==> src/rtl/spi_slave.sv <==
// SPI slave: SCK/SS/MOSI resynchronized into c_clk_100m, MSB-first frames of TRAN_WIDTH bits.
// Define SPI_SLAVE_FRAME_ERR_EN to add o_SPI_Frame_Err (pulses on frames cut short by SS).
module spi_slave #(
   parameter logic IDLE_VALUE_for_Clk    = 1'b0,
   parameter logic DATA_VALID_at_FALLING = 1'b0,
   parameter int   TRAN_WIDTH            = 8,
   parameter logic IDLE_VALUE_for_MISO   = 1'b0
) (
   input  logic                  c_clk_100m,
   input  logic                  i_rst_n,
   input  logic                  i_SPI_Clk,
   input  logic                  i_SPI_SS,
   input  logic                  i_SPI_MOSI,
   output logic                  o_SPI_MISO,
   input  logic                  i_SPI_Send_Sync,
   input  logic [TRAN_WIDTH-1:0] i_SPI_Send_Data,
   output logic                  o_SPI_Send_Over_ack,
   output logic                  o_SPI_Receive_Sync,
   output logic [TRAN_WIDTH-1:0] o_SPI_Receive_Data
`ifdef SPI_SLAVE_FRAME_ERR_EN
   ,
   output logic                  o_SPI_Frame_Err
`endif
);
   localparam int CW = $clog2(TRAN_WIDTH);
   localparam logic [CW-1:0] LAST = CW'(TRAN_WIDTH - 1);

   typedef enum logic {ST_IDLE, ST_SHIFT} state_t;

   state_t                state_q;
   logic [2:0]            sck_q, ss_q;
   logic [1:0]            mosi_q;
   logic [CW-1:0]         cnt_q;
   logic [TRAN_WIDTH-1:0] hold_q, tx_q, rdata_q;
   logic [TRAN_WIDTH-2:0] rx_q;
   logic [TRAN_WIDTH-1:0] rx_d;
   logic                  pend_q, carry_q, wr_q, rsync_q, ack_q;
   logic                  sck_rise, sck_fall, ss_rise, ss_fall;
   logic                  active, samp_e, shift_e, reload_pend;
`ifdef SPI_SLAVE_FRAME_ERR_EN
   logic                  ferr_q;
`endif

   // [0],[1] are the synchronizer; [2] holds the previous synchronized level for edge detect
   always_ff @(posedge c_clk_100m or negedge i_rst_n) begin
      if (!i_rst_n) begin
         sck_q  <= {3{IDLE_VALUE_for_Clk}};
         ss_q   <= 3'b111;
         mosi_q <= 2'b00;
      end else begin
         sck_q  <= {sck_q[1:0], i_SPI_Clk};
         ss_q   <= {ss_q[1:0], i_SPI_SS};
         mosi_q <= {mosi_q[0], i_SPI_MOSI};
      end
   end

   assign sck_rise = sck_q[1] & ~sck_q[2];
   assign sck_fall = ~sck_q[1] & sck_q[2];
   assign ss_rise  = ss_q[1] & ~ss_q[2];
   assign ss_fall  = ~ss_q[1] & ss_q[2];

   assign active  = (state_q == ST_SHIFT) && !ss_rise;
   assign samp_e  = active && (DATA_VALID_at_FALLING ? sck_fall : sck_rise);
   // counter==0 means no sample edge yet in this frame, so the leading shift edge is dropped
   assign shift_e = active && (DATA_VALID_at_FALLING ? sck_rise : sck_fall) && (cnt_q != '0);
   assign rx_d    = {rx_q, mosi_q[1]};
   // pending as it stands once the current frame completes (consumed unless rewritten mid-frame)
   assign reload_pend = pend_q && !(carry_q && !wr_q);

   always_ff @(posedge c_clk_100m or negedge i_rst_n) begin
      if (!i_rst_n) begin
         state_q <= ST_IDLE;
         cnt_q   <= '0;
         hold_q  <= '0;
         pend_q  <= 1'b0;
         carry_q <= 1'b0;
         wr_q    <= 1'b0;
         tx_q    <= '0;
         rx_q    <= '0;
         rdata_q <= '0;
         rsync_q <= 1'b0;
         ack_q   <= 1'b0;
`ifdef SPI_SLAVE_FRAME_ERR_EN
         ferr_q  <= 1'b0;
`endif
      end else begin
         rsync_q <= 1'b0;
         ack_q   <= 1'b0;
`ifdef SPI_SLAVE_FRAME_ERR_EN
         ferr_q  <= 1'b0;
`endif
         if (i_SPI_Send_Sync) begin
            hold_q <= i_SPI_Send_Data;
            pend_q <= 1'b1;
            wr_q   <= 1'b1;
         end
         if (ss_rise) begin
            state_q <= ST_IDLE;
            cnt_q   <= '0;
`ifdef SPI_SLAVE_FRAME_ERR_EN
            ferr_q  <= (state_q == ST_SHIFT) && (cnt_q != '0);
`endif
         end else if (state_q == ST_IDLE) begin
            if (ss_fall) begin
               state_q <= ST_SHIFT;
               cnt_q   <= '0;
               tx_q    <= pend_q ? hold_q : '0;
               carry_q <= pend_q;
               wr_q    <= i_SPI_Send_Sync;
            end
         end else if (samp_e) begin
            rx_q <= rx_d[TRAN_WIDTH-2:0];
            if (cnt_q == LAST) begin
               cnt_q   <= '0;
               rdata_q <= rx_d;
               rsync_q <= 1'b1;
               ack_q   <= carry_q;
               if (carry_q && !wr_q && !i_SPI_Send_Sync)
                  pend_q <= 1'b0;
               tx_q    <= reload_pend ? hold_q : '0;
               carry_q <= reload_pend;
               wr_q    <= i_SPI_Send_Sync;
            end else begin
               cnt_q <= cnt_q + 1'b1;
            end
         end else if (shift_e) begin
            tx_q <= {tx_q[TRAN_WIDTH-2:0], 1'b0};
         end
      end
   end

   assign o_SPI_MISO          = (state_q == ST_SHIFT) ? tx_q[TRAN_WIDTH-1] : IDLE_VALUE_for_MISO;
   assign o_SPI_Receive_Data  = rdata_q;
   assign o_SPI_Receive_Sync  = rsync_q;
   assign o_SPI_Send_Over_ack = ack_q;
`ifdef SPI_SLAVE_FRAME_ERR_EN
   assign o_SPI_Frame_Err     = ferr_q;
`endif

endmodule

==> config.mk <==
export PLATFORM = sky130hd
export DESIGN_NAME = spi_slave
export DESIGN_NICKNAME = d
export VERILOG_FILES = /design/src/rtl/spi_slave.sv
export SDC_FILE = /design/constraint.sdc
export NUM_CORES = 1
export LEC_CHECK = 0
export ABC_AREA = 1
export BUFFER_PORTS_ARGS = -buffer_cell sky130_fd_sc_hd__buf_2
export CAP_MARGIN = 20
export CORE_MARGIN = 2
export CORE_UTILIZATION = 35
export CTS_CLUSTER_DIAMETER = 30
export DETAILED_ROUTE_END_ITERATION = 16
export PLACE_DENSITY = 0.58
export SETUP_SLACK_MARGIN = 0.5
export SYNTH_ARGS = -nofsm -noshare
export SYNTH_HDL_FRONTEND = slang
export SYNTH_SLANG_ARGS = --single-unit
==> constraint.sdc <==
create_clock -name c_clk_100m -period 1.45 [get_ports c_clk_100m]
set_input_delay 0.0725 -clock c_clk_100m [delete_from_list [all_inputs] [get_ports c_clk_100m]]
set_output_delay 0.0725 -clock c_clk_100m [all_outputs]
set_load 0.1 [all_outputs]
==> results.toml, run 1 <==
[status]
status = "finished, final reports clean"

[logic_synthesis]
synthTopCellsByArea = "dfrtp_1, nand2_1, inv_1, dfstp_2, mux2_2"
yosysWarnings = 0
synth_area_mm2 = 0.002068
synth_ff_type = "dfrtp_1"
syn_avg_cell_area_um2 = 9.756
synth_seq_cells = 48
ys_seq_area_frac = 0.5826
synth_cell_type_count = 24
yosys.area.top_type = "dfrtp_1"
synth_edf_count = 0
synth_top_area_frac = 0.5445
synthArstFlopShare = 1.000
synth_nets = 230
syn_inst = 212

[sta]
min_period_ps = 1417
max_freq_mhz = 705.5
slew_headroom = 0.7200
hold_violations = 0
setup_viol = 0
fin_crit_sh = 0.9775
finalSetupTns_ps = 0
worst_pin_slew_ps = 420.0
rsz0062_at_grt = "true"
skew_ps = 5.589
drv_slew = 0

[worst_hold_path]
min_to = "hold_q[1]$_DFFE_PN0P_"
min_path_cells = 2
worstHoldPathType = "in2reg"
hp-start = "i_SPI_Send_Data[1]"

[clock_tree]
cts_root_buf = "clkbuf_8"
clk_latency_ps = 300
path_clk_slew_ps = 80
clock_sinks = 48
htree_levels = 2
cts_max_path_buffers = 2
cts_tree = "built"
cts_inserted_buffers = 5

[worst_setup_path]
slowest_stage = "dfrtp_1"
reg2regPathDepth = 8
cp_cell_sequence = "ha_4 -> ha_4 -> inv_4 -> nand4_1 -> nand2_2 -> nor2_4 -> nand2_1 -> nand2_1"
r2r_slack_ps = 30
r2r-end = "tx_q[2]$_DFFE_PN0P_"
cp.required_ps = 1640
cp_max_fo = 8
cp.arrival_ps = 1610
cp-start-kind = "flop"
critPathMaxStageDelay_ps = 430
worstSetupEndpointType = "flop"
crit_family = "simple AND/OR/NAND/NOR gates"
worstReg2RegStart = "cnt_q[0]$_DFFE_PN0P_"
path_class = "reg2reg"
crit_buf_inv = 1

[route]
avgRoutedWirePerCell_um = 11.72
wl_met1_mm = 1.708
wl_mm = 3.974
dr.max_layer_used = "met4"
drt_iter0_drc = 89
ant_nets = 0
drc = 0
met2WireLength_mm = 2.076
wl_met3_um = 143
via_count = 1546
viasPerCell = 4.560
dr.pass1.iters = 4

[floorplanning]
pin_count = 25
dieArea_mm2 = 0.006540
coreArea_mm2 = 0.005608
die_w_um = 80.87
rows = 27
start_util = 0.3688
die_h_um = 80.87

[cells_and_area]
diodes = 0
nets = 284
drive_gt1_frac = 0.4157
final_cell_count_no_fill = 339
finalInstanceArea_mm2 = 0.002953
mostFrequentLayoutCell = "nand2_1"
area_delta_synth_final_pct = 42.77
final_cell_mix = "nand2_1, dfrtp_1, inv_1"

[place]
place_congestion = 0.7536
postPlaceCellArea_mm2 = 0.002411
place_inst = 310
hpwl_mm = 2.584
portBuffers = 24

[power_and_ir_drop]
cellPowerDensity_mw_per_mm2 = 1082
leakage_nw = 1.391
irDropWorstVdd_mv = 0.6679

[global_route]
grt_max_degree = 33
grt_pass1_wl_mm = 6.727
grt_pass1_vias = 1537
antenna_found_initial = 0
overflow = 0
globalRouteTotalUtil = 0.1339

[job]
maxCapViolCount = 0
[stage by stage]
step | hold WS (ps) | utilization | power [W] | setup WS (ps)
6_report | 11.99 | 0.5266 | 0.003196 | 32.57
5_1_grt | 2.309 | 0.5266 | 0.003413 | -53.24
4_1_cts | 4.336 | 0.5007 | 0.003197 | 74.34
3_5_place_dp | 29.93 | 0.4299 | 0.002290 | 24.70
3_3_place_gp | 36.15 | 0.4299 | 0.002276 | 49.28
2_1_floorplan | -223.1 | - | 0.002088 | 111.3
[Yosys cell counts, types with 2 or more instances]
library cell	count
nand2_1	75
dfrtp_1	45
clkbuf_1	2
ha_1	4
nor2_4	2
nand2_2	5
nor2_1	5
mux2_2	7
inv_1	22
inv_2	2
o21ai_2	7
nand3_1	9
dfstp_2	3
o21ai_0	14
[how the worst max path moves through the flow]
stage	start	endpoint	slack, ps	cells past startpoint
floorplan	ss_q[2]$_DFF_PN1_	o_SPI_Receive_Data[6]$_DFFE_PN0P_	110	8
global placement	ss_q[1]$_DFF_PN1_	tx_q[3]$_DFFE_PN0P_	50	7
detailed placement	ss_q[1]$_DFF_PN1_	tx_q[6]$_DFFE_PN0P_	20	7
CTS	cnt_q[0]$_DFFE_PN0P_	tx_q[6]$_DFFE_PN0P_	70	8
global route	cnt_q[0]$_DFFE_PN0P_	tx_q[2]$_DFFE_PN0P_	-50	8
finish	cnt_q[0]$_DFFE_PN0P_	tx_q[2]$_DFFE_PN0P_	30	8
[where the power goes]
part           switching [W]  leakage [nW]  internal, W
Clock               0.000436        0.0445     0.000388
Combinational       0.000407         0.763     0.000305
Sequential          0.000126         0.584      0.00153
Total               0.000969          1.39      0.00223
[sequential cells by signal, summed over array words and instances, names as in the netlist]
name                 flops
carry_q                  1
cnt_q                    3
hold_q                   8
mosi_q                   2
o_SPI_Receive_Data       8
o_SPI_Receive_Sync       1
o_SPI_Send_Over_ack      1
pend_q                   1
rx_q                     7
sck_q                    3
ss_q                     3
state_q                  1
tx_q                     8
wr_q                     1
[repair_timing]
action                                  4_1_cts  5_1_grt
endpoints found under the setup margin       43       43
endpoints found under the hold margin        23        0
pin swaps                                     4        9
buffers inserted                              6        4
resized for setup                            48       27
hold buffers                                 11        0
[logic make-up after synthesis]
group | after synthesis | synth area share
flip-flops | 48 | 0.5826
multiplexers | 7 | 0.03811
adder cells (fa/ha/maj) | 4 | 0.02420
AO/OA/AOI/OAI | 23 | 0.07502
AND/OR/NAND/NOR | 102 | 0.2250
buffers and inverters | 28 | 0.05505
[layer usage]
metal / vias to the layer above / global-route usage
met5: - / 0
met4: 0 / 0.04068
met3: 5 / 0.03778
met2: 23 / 0.2380
met1: 746 / 0.1565
li1: 772 / -
[area by class of cell]
type,instances,area [um2]
Clock inverter,1,7.507
Timing Repair Buffer,51,570.5
Tap cell,72,90.09
Sequential cell,48,1217
Inverter,24,101.3
Multi-Input combinational cell,136,879.6
Clock buffer,7,86.33
Fill cell,532,2655
No activity file was read; power rests on OpenSTA's default activity.
==> run 2, diff against run 1 <==
--- a/config.mk
+++ b/config.mk
@@ -13,7 +13,7 @@
 export CTS_CLUSTER_DIAMETER = 30
 export DETAILED_ROUTE_END_ITERATION = 16
 export PLACE_DENSITY = 0.58
-export SETUP_SLACK_MARGIN = 0.5
+export SETUP_SLACK_MARGIN = 0.4
 export SYNTH_ARGS = -nofsm -noshare
 export SYNTH_HDL_FRONTEND = slang
 export SYNTH_SLANG_ARGS = --single-unit
==> run 2 against run 1 <==
Cell count down 1.5%. Critical endpoint is now tx_q[6]$_DFFE_PN0P_. First-iteration DRC count shrank 28%. Combinational power is 3.9% lower. Sequential cell count did not move. Sequential share of layout area up 2.4 points. Final area fell by 6.3%. Utilization down 3.3 points. Worst hold slack improved by 2.7 ps. Register-to-register slack improved by 20 ps. Sequential power hardly changed. Clock power barely moved.
==> results.toml, run 2 (synthesis results as in run 1) <==
[global_route]
antenna_found_initial = 0
grt_max_degree = 31
grt_pass1_wl_mm = 6.237
grt_pass1_vias = 1417
globalRouteTotalUtil = 0.1251
overflow = 0

[worst_setup_path]
r2r-end = "tx_q[6]$_DFFE_PN0P_"
cp-start-kind = "flop"
path_class = "reg2reg"
critPathMaxStageDelay_ps = 550
worstSetupEndpointType = "flop"
slowest_stage = "dfstp_2"
worstReg2RegStart = "ss_q[2]$_DFF_PN1_"
r2r_slack_ps = 60
cp_max_fo = 8
cp_common_cell = "nand2_1"
cp.arrival_ps = 1640
cp.required_ps = 1690
reg2regPathDepth = 7
cp_cell_sequence = "buf_4 -> nor2_1 -> o21ai_2 -> nor2_2 -> nor2_4 -> nand2_1 -> nand2_1"

[cells_and_area]
fin_util = 0.4935
nets = 279
mostFrequentLayoutCell = "nand2_1"
diodes = 0
multi_input_area_um2 = 845.8
finalInstanceArea_mm2 = 0.002768
area_delta_synth_final_pct = 33.82
regArea_mm2 = 0.001206
drive_gt1_frac = 0.3588
fill_cells = 520
final_cell_mix = "nand2_1, dfrtp_1, inv_1"

[sta]
hold_violations = 0
drv_slew = 0
hold_ws_ps = 14.64
worst_pin_slew_ps = 458.4
skew_ps = 3.837
finalSetupTns_ps = 0
finalWorstSetupSlack_ps = 56.41
slew_headroom = 0.6944
min_period_ps = 1394
max_freq_mhz = 717.6
setup_viol = 0
rsz0062_at_grt = "true"
fin_crit_sh = 0.9611

[clock_tree]
cts_max_path_buffers = 2
clk_latency_ps = 300
htree_levels = 2
cts_inserted_buffers = 5
path_clk_slew_ps = 80
cts_tree = "built"
cts_root_buf = "clkbuf_8"
clock_sinks = 48

[power_and_ir_drop]
cellPowerDensity_mw_per_mm2 = 1141
swShare = 0.2999
p_int_w = 0.002211
leakage_nw = 1.352
p_seq_frac = 0.524
irDropWorstVdd_mv = 0.4961
power_switching_w = 0.0009472
pwr-share-comb = 0.216
clkPwrFrac = 0.260

[place]
portBuffers = 24
hpwl_mm = 2.506
postPlaceCellArea_mm2 = 0.002379
dpl_worst_slack_ps = 26.63
place_congestion = 0.7790

[floorplanning]
dieArea_mm2 = 0.006540
die_w_um = 80.87
pin_count = 25
coreArea_mm2 = 0.005608
die_h_um = 80.87
start_util = 0.3688
rows = 27

[worst_hold_path]
min_path_cells = 2
worstHoldPathType = "in2reg"
min_to = "hold_q[1]$_DFFE_PN0P_"
hp-start = "i_SPI_Send_Data[1]"

[route]
viasPerCell = 4.350
avgRoutedWirePerCell_um = 11.23
wl_mm = 3.751
dr.pass1.iters = 4
ant_nets = 0
drc = 0
via_count = 1453
drt_iter0_drc = 64

[status]
status = "finished, final reports clean"

[job]
maxCapViolCount = 0
## run 2: changes by cell type in the layout (fill, tap and decap cells not counted), sizes merged
cell,previous run,this run
buf,40,35
## run 2: worst max path at each step
stage / startpoint / to / slack, ps / cells after the start
2_1_floorplan: ss_q[2]$_DFF_PN1_ / o_SPI_Receive_Data[6]$_DFFE_PN0P_ / 100 / 8
3_3_place_gp: cnt_q[0]$_DFFE_PN0P_ / tx_q[7]$_DFFE_PN0P_ / 60 / 8
3_5_place_dp: cnt_q[0]$_DFFE_PN0P_ / tx_q[7]$_DFFE_PN0P_ / 30 / 9
4_1_cts: cnt_q[0]$_DFFE_PN0P_ / tx_q[7]$_DFFE_PN0P_ / 60 / 8
5_1_grt: cnt_q[0]$_DFFE_PN0P_ / tx_q[7]$_DFFE_PN0P_ / -40 / 8
6_report: ss_q[2]$_DFF_PN1_ / tx_q[6]$_DFFE_PN0P_ / 60 / 7
## run 2: critical path, delay by kind of cell (launching register included)
family	cells	cell delay (ps)
buffers and inverters	1	110
AO/OA/AOI/OAI	1	200
flip-flops	1	550
AND/OR/NAND/NOR	5	480
## run 2: layer usage
layer,up-vias,global-route usage,share of wire
met5,-,0,0
met4,0,0.05593,0.024
met3,10,0.03556,0.035
met2,25,0.1950,0.45
met1,655,0.1621,0.49
li1,763,-,-
## run 2: layout make-up
type                            instances  area share
Inverter                               24     0.03662
Sequential cell                        48      0.4358
Tap cell                               72     0.03255
Multi-Input combinational cell        136      0.3056
Clock buffer                            7     0.03119
Clock inverter                          1    0.002712
Timing Repair Buffer                   46      0.1555
## run 2: repair_timing
item / CTS / global route
setup endpoints to repair: 41 / 41
hold endpoints to repair: 24 / 1
buffers inserted: 5 / 2
hold buffers: 10 / 1
pin swaps: 11 / 2
resized for setup: 22 / 25
## run 2: per-stage QoR
step / instances / total power (W)
6_report: 334 / 0.003158
5_1_grt: 334 / 0.003378
4_1_cts: 331 / 0.003162
3_5_place_dp: 308 / 0.002276
3_3_place_gp: 308 / 0.002267
2_1_floorplan: 212 / 0.002077
## run 2: power groups by stage
| stage | clock (W) | sequential, W | combinational, W |
|---|---|---|---|
| after global routing | 0.000917 | 0.00168 | 0.000777 |
| after detailed placement | 0 | 0.00167 | 0.000604 |
| final | 0.000821 | 0.00165 | 0.000684 |
| after CTS | 0.000854 | 0.00165 | 0.000658 |
| after floorplan | 0 | 0.00165 | 0.000431 |
| after global placement | 0 | 0.00167 | 0.000594 |
